File: src/rtl/pipe_stage_chain_if.sv
// Upstream (in_*) and downstream (out_*) valid/ready channels of a pipe_stage_chain.
interface pipe_stage_chain_if #(
    parameter int NBits     = 32,
    parameter int CTRL_BITS = 8
);
    logic                 in_Valid;
    logic [NBits-1:0]     in_Data;
    logic [CTRL_BITS-1:0] in_Ctrl;
    logic                 in_Ready;
    logic                 out_Valid;
    logic [NBits-1:0]     out_Data;
    logic [CTRL_BITS-1:0] out_Ctrl;
    logic                 out_Ready;

    modport master (
        output in_Valid, in_Data, in_Ctrl, out_Ready,
        input  in_Ready, out_Valid, out_Data, out_Ctrl
    );

    modport slave (
        input  in_Valid, in_Data, in_Ctrl, out_Ready,
        output in_Ready, out_Valid, out_Data, out_Ctrl
    );
endinterface

File: src/rtl/pipe_stage_chain.sv
// Chain of DEPTH pipeline registers (data + ctrl + valid) with global stall, per-stage flush, stats.
// Latency: DEPTH cycles from acceptance to out_Valid when unstalled and unblocked.
// Backpressure: out_Ready=0 holds the tail; bubbles collapse so upstream items keep advancing.
module pipe_stage_chain #(
    parameter int                   NBits     = 32,
    parameter int                   CTRL_BITS = 8,
    parameter int                   DEPTH     = 2,
    parameter logic [CTRL_BITS-1:0] NOP_CTRL  = '0
) (
    input  logic                         clk,
    input  logic                         reset,
    pipe_stage_chain_if.slave            bus,
    input  logic                         Stall,
    input  logic [DEPTH-1:0]             Flush,
    output logic [$clog2(DEPTH+1)-1:0]   Occupancy,
    output logic [15:0]                  StallCount,
    output logic [15:0]                  FlushCount
);
    localparam int OCC_W = $clog2(DEPTH + 1);

    logic [DEPTH-1:0]     validQ;
    logic [NBits-1:0]     dataQ [DEPTH];
    logic [CTRL_BITS-1:0] ctrlQ [DEPTH];
    logic [DEPTH-1:0]     effVld;
    logic [DEPTH-1:0]     adv;
    logic                 inAccept;
    logic [3:0]           killCnt;
    logic [16:0]          flushSum;

    assign effVld = validQ & ~Flush;

    // Walk from the tail back so each stage sees whether its successor frees up.
    always_comb begin
        adv = '0;
        adv[DEPTH-1] = effVld[DEPTH-1] & bus.out_Ready;
        for (int i = DEPTH - 2; i >= 0; i--) begin
            adv[i] = effVld[i] & (~effVld[i+1] | adv[i+1]);
        end
    end

    assign bus.in_Ready  = ~Stall & (~effVld[0] | adv[0]);
    assign bus.out_Valid = effVld[DEPTH-1] & ~Stall;
    assign bus.out_Data  = dataQ[DEPTH-1];
    assign bus.out_Ctrl  = ctrlQ[DEPTH-1];
    assign inAccept      = bus.in_Valid & bus.in_Ready;

    for (genvar g = 0; g < DEPTH; g++) begin : gStage
        logic [NBits-1:0]     srcData;
        logic [CTRL_BITS-1:0] srcCtrl;
        logic                 load;
        logic                 vQ;
        logic [NBits-1:0]     dQ;
        logic [CTRL_BITS-1:0] cQ;

        if (g == 0) begin : gHead
            assign srcData = bus.in_Data;
            assign srcCtrl = bus.in_Ctrl;
            assign load    = inAccept;
        end else begin : gBody
            assign srcData = dataQ[g-1];
            assign srcCtrl = ctrlQ[g-1];
            assign load    = ~Stall & adv[g-1];
        end

        // A load wins over Flush: flush only kills what the stage already holds.
        always_ff @(posedge clk or negedge reset) begin
            if (!reset) begin
                vQ <= 1'b0;
                dQ <= '0;
                cQ <= NOP_CTRL;
            end else if (load) begin
                vQ <= 1'b1;
                dQ <= srcData;
                cQ <= srcCtrl;
            end else if (Flush[g] | (~Stall & adv[g])) begin
                vQ <= 1'b0;
                dQ <= '0;
                cQ <= NOP_CTRL;
            end
        end

        assign validQ[g] = vQ;
        assign dataQ[g]  = dQ;
        assign ctrlQ[g]  = cQ;
    end

    always_comb begin
        Occupancy = '0;
        killCnt   = '0;
        for (int i = 0; i < DEPTH; i++) begin
            Occupancy = Occupancy + OCC_W'(validQ[i]);
            killCnt   = killCnt + 4'(validQ[i] & Flush[i]);
        end
    end

    assign flushSum = {1'b0, FlushCount} + 17'(killCnt);

    always_ff @(posedge clk or negedge reset) begin
        if (!reset) begin
            StallCount <= '0;
            FlushCount <= '0;
        end else begin
            if (Stall && (StallCount != 16'hFFFF)) begin
                StallCount <= StallCount + 16'd1;
            end
            FlushCount <= flushSum[16] ? 16'hFFFF : flushSum[15:0];
        end
    end
endmodule

File: src/flat_wrapper.sv
// flat-port wrapper written by rule: the top's interface ports become plain ports
module pipe_stage_chain_flat 
#(
    parameter int                   NBits     = 32,
    parameter int                   CTRL_BITS = 8,
    parameter int                   DEPTH     = 2,
    parameter logic [CTRL_BITS-1:0] NOP_CTRL  = '0
)
  (clk, reset, Stall, Flush, Occupancy, StallCount, FlushCount, bus_in_Valid, bus_in_Data, bus_in_Ctrl, bus_out_Ready, bus_in_Ready, bus_out_Valid, bus_out_Data, bus_out_Ctrl);
  pipe_stage_chain_if #(.NBits(NBits), .CTRL_BITS(CTRL_BITS)) bus_i ();
  input  logic clk;
  input  logic reset;
  input  logic Stall;
  input  logic [DEPTH-1:0] Flush;
  output logic [$clog2(DEPTH+1)-1:0] Occupancy;
  output logic [15:0] StallCount;
  output logic [15:0] FlushCount;
  input wire logic [$bits(bus_i.in_Valid)-1:0] bus_in_Valid;
  input wire logic [$bits(bus_i.in_Data)-1:0] bus_in_Data;
  input wire logic [$bits(bus_i.in_Ctrl)-1:0] bus_in_Ctrl;
  input wire logic [$bits(bus_i.out_Ready)-1:0] bus_out_Ready;
  output wire logic [$bits(bus_i.in_Ready)-1:0] bus_in_Ready;
  output wire logic [$bits(bus_i.out_Valid)-1:0] bus_out_Valid;
  output wire logic [$bits(bus_i.out_Data)-1:0] bus_out_Data;
  output wire logic [$bits(bus_i.out_Ctrl)-1:0] bus_out_Ctrl;
  assign bus_i.in_Valid = bus_in_Valid;
  assign bus_i.in_Data = bus_in_Data;
  assign bus_i.in_Ctrl = bus_in_Ctrl;
  assign bus_i.out_Ready = bus_out_Ready;
  assign bus_in_Ready = bus_i.in_Ready;
  assign bus_out_Valid = bus_i.out_Valid;
  assign bus_out_Data = bus_i.out_Data;
  assign bus_out_Ctrl = bus_i.out_Ctrl;
  pipe_stage_chain #(.NBits(NBits), .CTRL_BITS(CTRL_BITS), .DEPTH(DEPTH), .NOP_CTRL(NOP_CTRL)) u_core (.clk(clk), .reset(reset), .bus(bus_i), .Stall(Stall), .Flush(Flush), .Occupancy(Occupancy), .StallCount(StallCount), .FlushCount(FlushCount));
endmodule
File: config.mk
export PLATFORM = sky130hd
export DESIGN_NAME = pipe_stage_chain_flat
export DESIGN_NICKNAME = d
export VERILOG_FILES = /design/src/rtl/pipe_stage_chain_if.sv /design/src/rtl/pipe_stage_chain.sv /design/src/flat_wrapper.sv
export SDC_FILE = /design/constraint.sdc
export NUM_CORES = 1
export LEC_CHECK = 0
export CAP_MARGIN = 20
export CORE_MARGIN = 5
export CORE_UTILIZATION = 45
export DETAILED_ROUTE_END_ITERATION = 7
export PLACE_DENSITY = 0.74
export SLEW_MARGIN = 10
export SYNTH_ARGS = -nofsm -noshare
export SYNTH_HDL_FRONTEND = slang
export SYNTH_SLANG_ARGS = --single-unit
File: constraint.sdc
create_clock -name clk -period 3.4 [get_ports clk]
set_input_delay 0.68 -clock clk [delete_from_list [all_inputs] [get_ports clk]]
set_output_delay 0.68 -clock clk [all_outputs]
set_load 0.005 [all_outputs]
==> impl_metrics.json <==
{
  "r2r-end": "u_core.FlushCount[7]",
  "via_per_inst": 5.30,
  "ctsRootBufferMaster": "clkbuf_16",
  "cts_hold_buffers": 0,
  "post_cts_buffers": 0,
  "ys_ff_latch": 114,
  "drive_gt1_share_pct": 16.9,
  "seq_area_frac_synth_pct": 56.4,
  "synth_top_family_by_area": "compound AO/OA/AOI/OAI gates",
  "synthSimpleGateAreaFrac_pct": 12.3,
  "p_leak_nw": 3.16,
  "grt_pass1_vias": 3886,
  "initial_core_util_pct": 46.2,
  "num_vias": 3784,
  "synth_area_um2": 5060,
  "clockBufferDepth": 2,
  "clock_latency_ps": 400,
  "wl_mm": 12.0,
  "die-area_um2": 13500,
  "synth_area_per_cell_um2": 11.7,
  "clock_skew_ps": 8.68,
  "grt_max_degree": 61,
  "setup_violations": 0,
  "powerDensity_nw_per_um2": 548,
  "r2r_cells": 10,
  "synth_fa_ha_area_share_pct": 1.63,
  "grt.total_usage_pct": 18.7,
  "wl_per_cell_um": 16.8,
  "stdcell_count": 714,
  "hold_class": "input port to asynchronous set/reset pin",
  "irDropWorstVdd_mv": 0.306,
  "drtIter0Drc": 246,
  "synth_cell_type_count": 44,
  "grt_first_pass_wirelength_mm": 19.8,
  "drt.antenna.violating_nets": 0,
  "antenna_found_initial": 0,
  "grt-ovfl-total": 0,
  "crit_fanout": 9,
  "rows": 38,
  "first_pass_iters": 4,
  "slew_violations": 0,
  "rsz0062_at_grt": "no",
  "ys_top_cells_by_area": "dfrtp_1 56%, o31ai_2 9.9%, a22o_1 6.9%, nand2_1 4.8%, inv_1 3.4%",
  "numCtsBuffers": 17,
  "fin_tns_setup_ps": 0,
  "cts.sinks": 114,
  "endpoint_kind": "flip-flop",
  "relSlewSlack_pct": 52.8,
  "design.core.area_um2": 10900,
  "final_cell_mix": "121 x clkdlybuf4s50_1, 114 x dfrtp_1, 65 x nand2_1",
  "cap_violations": 0,
  "yosys_warnings": 0,
  "rrSetupSlack_ps": 730,
  "crit_type": "input port to flip-flop",
  "slowest_stage": "clkdlybuf4s50_1",
  "timing.hold.ws_ps": 327,
  "cp_slowest_stage_delay_ps": 460,
  "clk_pin_slew_ps": 50,
  "status": "completed",
  "min_period_over_period_pct": 88.0,
  "worst_slew_pin_slew_ps": 709,
  "tritoncts": "built",
  "gp_congestion": 0.756,
  "die_y_um": 116,
  "synthCells": 433,
  "cts_max_level": 4,
  "port_buffers": 122,
  "die_w_um": 116,
  "critPathLaunchType": "input port",
  "hold_viol": 0,
  "dp.cells": 684,
  "n_antenna_cell": 0,
  "synthMuxAreaShare_pct": 1.11,
  "crit_top_cell": "ha_1",
  "final_common_cell": "clkdlybuf4s50_1",
  "worstPathCellList": "clkdlybuf4s50_1 > and2_1 > ha_1 > ha_1 > inv_1 > fa_1 > and3b_1 > nand3_1 > or3_1 > buf_4 > nand2_1",
  "cp.required_ps": 3730,
  "fin_nets": 616,
  "ios": 123,
  "synth_top_area_share_pct": 56.4,
  "synth_compound_area_share_pct": 19.3,
  "cp.arrival_ps": 3330,
  "yosys.area_share.xor_xnor_pct": 3.46,
  "cts_resized": 0,
  "fillers": 883,
  "syn2layout_area_growth_pct": 39.5,
  "post-route-min-period_ps": 2990,
  "r2r_start": "u_core.gStage[1].vQ",
  "fmax_ghz": 0.334,
  "utilization_pct": 64.5,
  "dp_hpwl_mm": 8.23,
  "syn_nets": 486,
  "yosys.area.top_type": "dfrtp_1",
  "drc": 0
}
worst max-delay path, delay by kind of cell:
| kind | cells | cell delay [ps] |
|---|---|---|
| buf+inv | 3 | 710 |
| fa+ha+maj | 3 | 850 |
| simple gates | 5 | 1090 |
final cells by class:
cell class / instances / area, um2 / share of cell area [%]
inverters: 46 / 173 / 2.45
well taps: 140 / 175 / 2.48
clock buffers: 20 / 457 / 6.47
clock inverters: 10 / 111 / 1.58
flip-flops and latches: 114 / 2850 / 40.4
multi-input cells: 249 / 1930 / 27.4
repair buffers: 135 / 1350 / 19.2
stage by stage:
stage / setup slack, ps / total power [mW] / area, um2
floorplan: 594 / 1.85 / 5060
global placement: 71.6 / 2.18 / 6490
detailed placement: 45.8 / 2.20 / 6490
CTS: 422 / 3.92 / 7050
global route: 244 / 4.05 / 7050
finish: 407 / 3.87 / 7050
routing by layer:
layer	track usage, %	vias to the layer above	routed length (um)
met1	25.3	1877	5320
li1	-	1764	-
met5	0	-	0
met4	5.03	0	101
met2	29.2	131	5710
met3	6.27	12	890
cell families after synthesis:
group	Yosys count
compound gates	97
xor+xnor	20
fa+ha+maj	6
buf+inv	70
flops	114
mux	5
simple gates	121
how the worst max path moves through the flow:
stage          depth (start not counted)  slack, ps              endpoint     start
6_report                              11        410  u_core.FlushCount[7]  Flush[1]
2_1_floorplan                         11        590  u_core.FlushCount[1]  Flush[0]
5_1_grt                               11        240  u_core.FlushCount[0]  Flush[1]
3_5_place_dp                          11         50  u_core.FlushCount[0]  Flush[1]
3_3_place_gp                          11         70  u_core.FlushCount[0]  Flush[1]
4_1_cts                                5        420         bus_out_Valid  Flush[1]
synth_stat cells:
library cell	instances
or2_1	2
o31ai_2	40
a22o_1	40
mux2_2	3
a21oi_1	3
xnor2_1	6
xor2_1	14
nand2b_2	1
and4_1	3
and3b_1	1
and3_1	2
o21a_1	1
o21ai_0	4
a21o_1	1
or3_1	1
inv_1	46
nor4_4	1
a31oi_1	2
nand3_1	9
nand2_1	65
nor4_1	2
buf_4	4
nor3b_2	1
nand4_2	2
o21bai_1	1
fa_1	1
nor3_2	1
clkbuf_1	8
nor3_1	5
o31a_1	1
and2_1	3
nand4_1	7
dfrtp_1	114
nor2b_1	2
ha_1	5
o2111a_1	1
o21ba_2	1
nand2b_1	3
nor2_1	8
buf_2	12
a211oi_2	2
mux2_1	2
nor3b_4	1
or4_1	1
sequential cells by signal, indices dropped and copies added (netlist names):
signal	cells
u_core.bus.out_Data	32
u_core.gStage.dQ	32
u_core.FlushCount	16
u_core.StallCount	16
u_core.bus.out_Ctrl	8
u_core.gStage.cQ	8
u_core.gStage.vQ	2
power breakdown:
part	switching [mW]	internal, mW	leakage, nW	total [mW]
logic	0.246	0.314	1.36	0.560
registers	0.140	1.48	1.52	1.62
clock network	0.588	1.10	0.274	1.69
total	0.974	2.89	3.16	3.87
No activity file was read; power rests on OpenSTA's default activity.
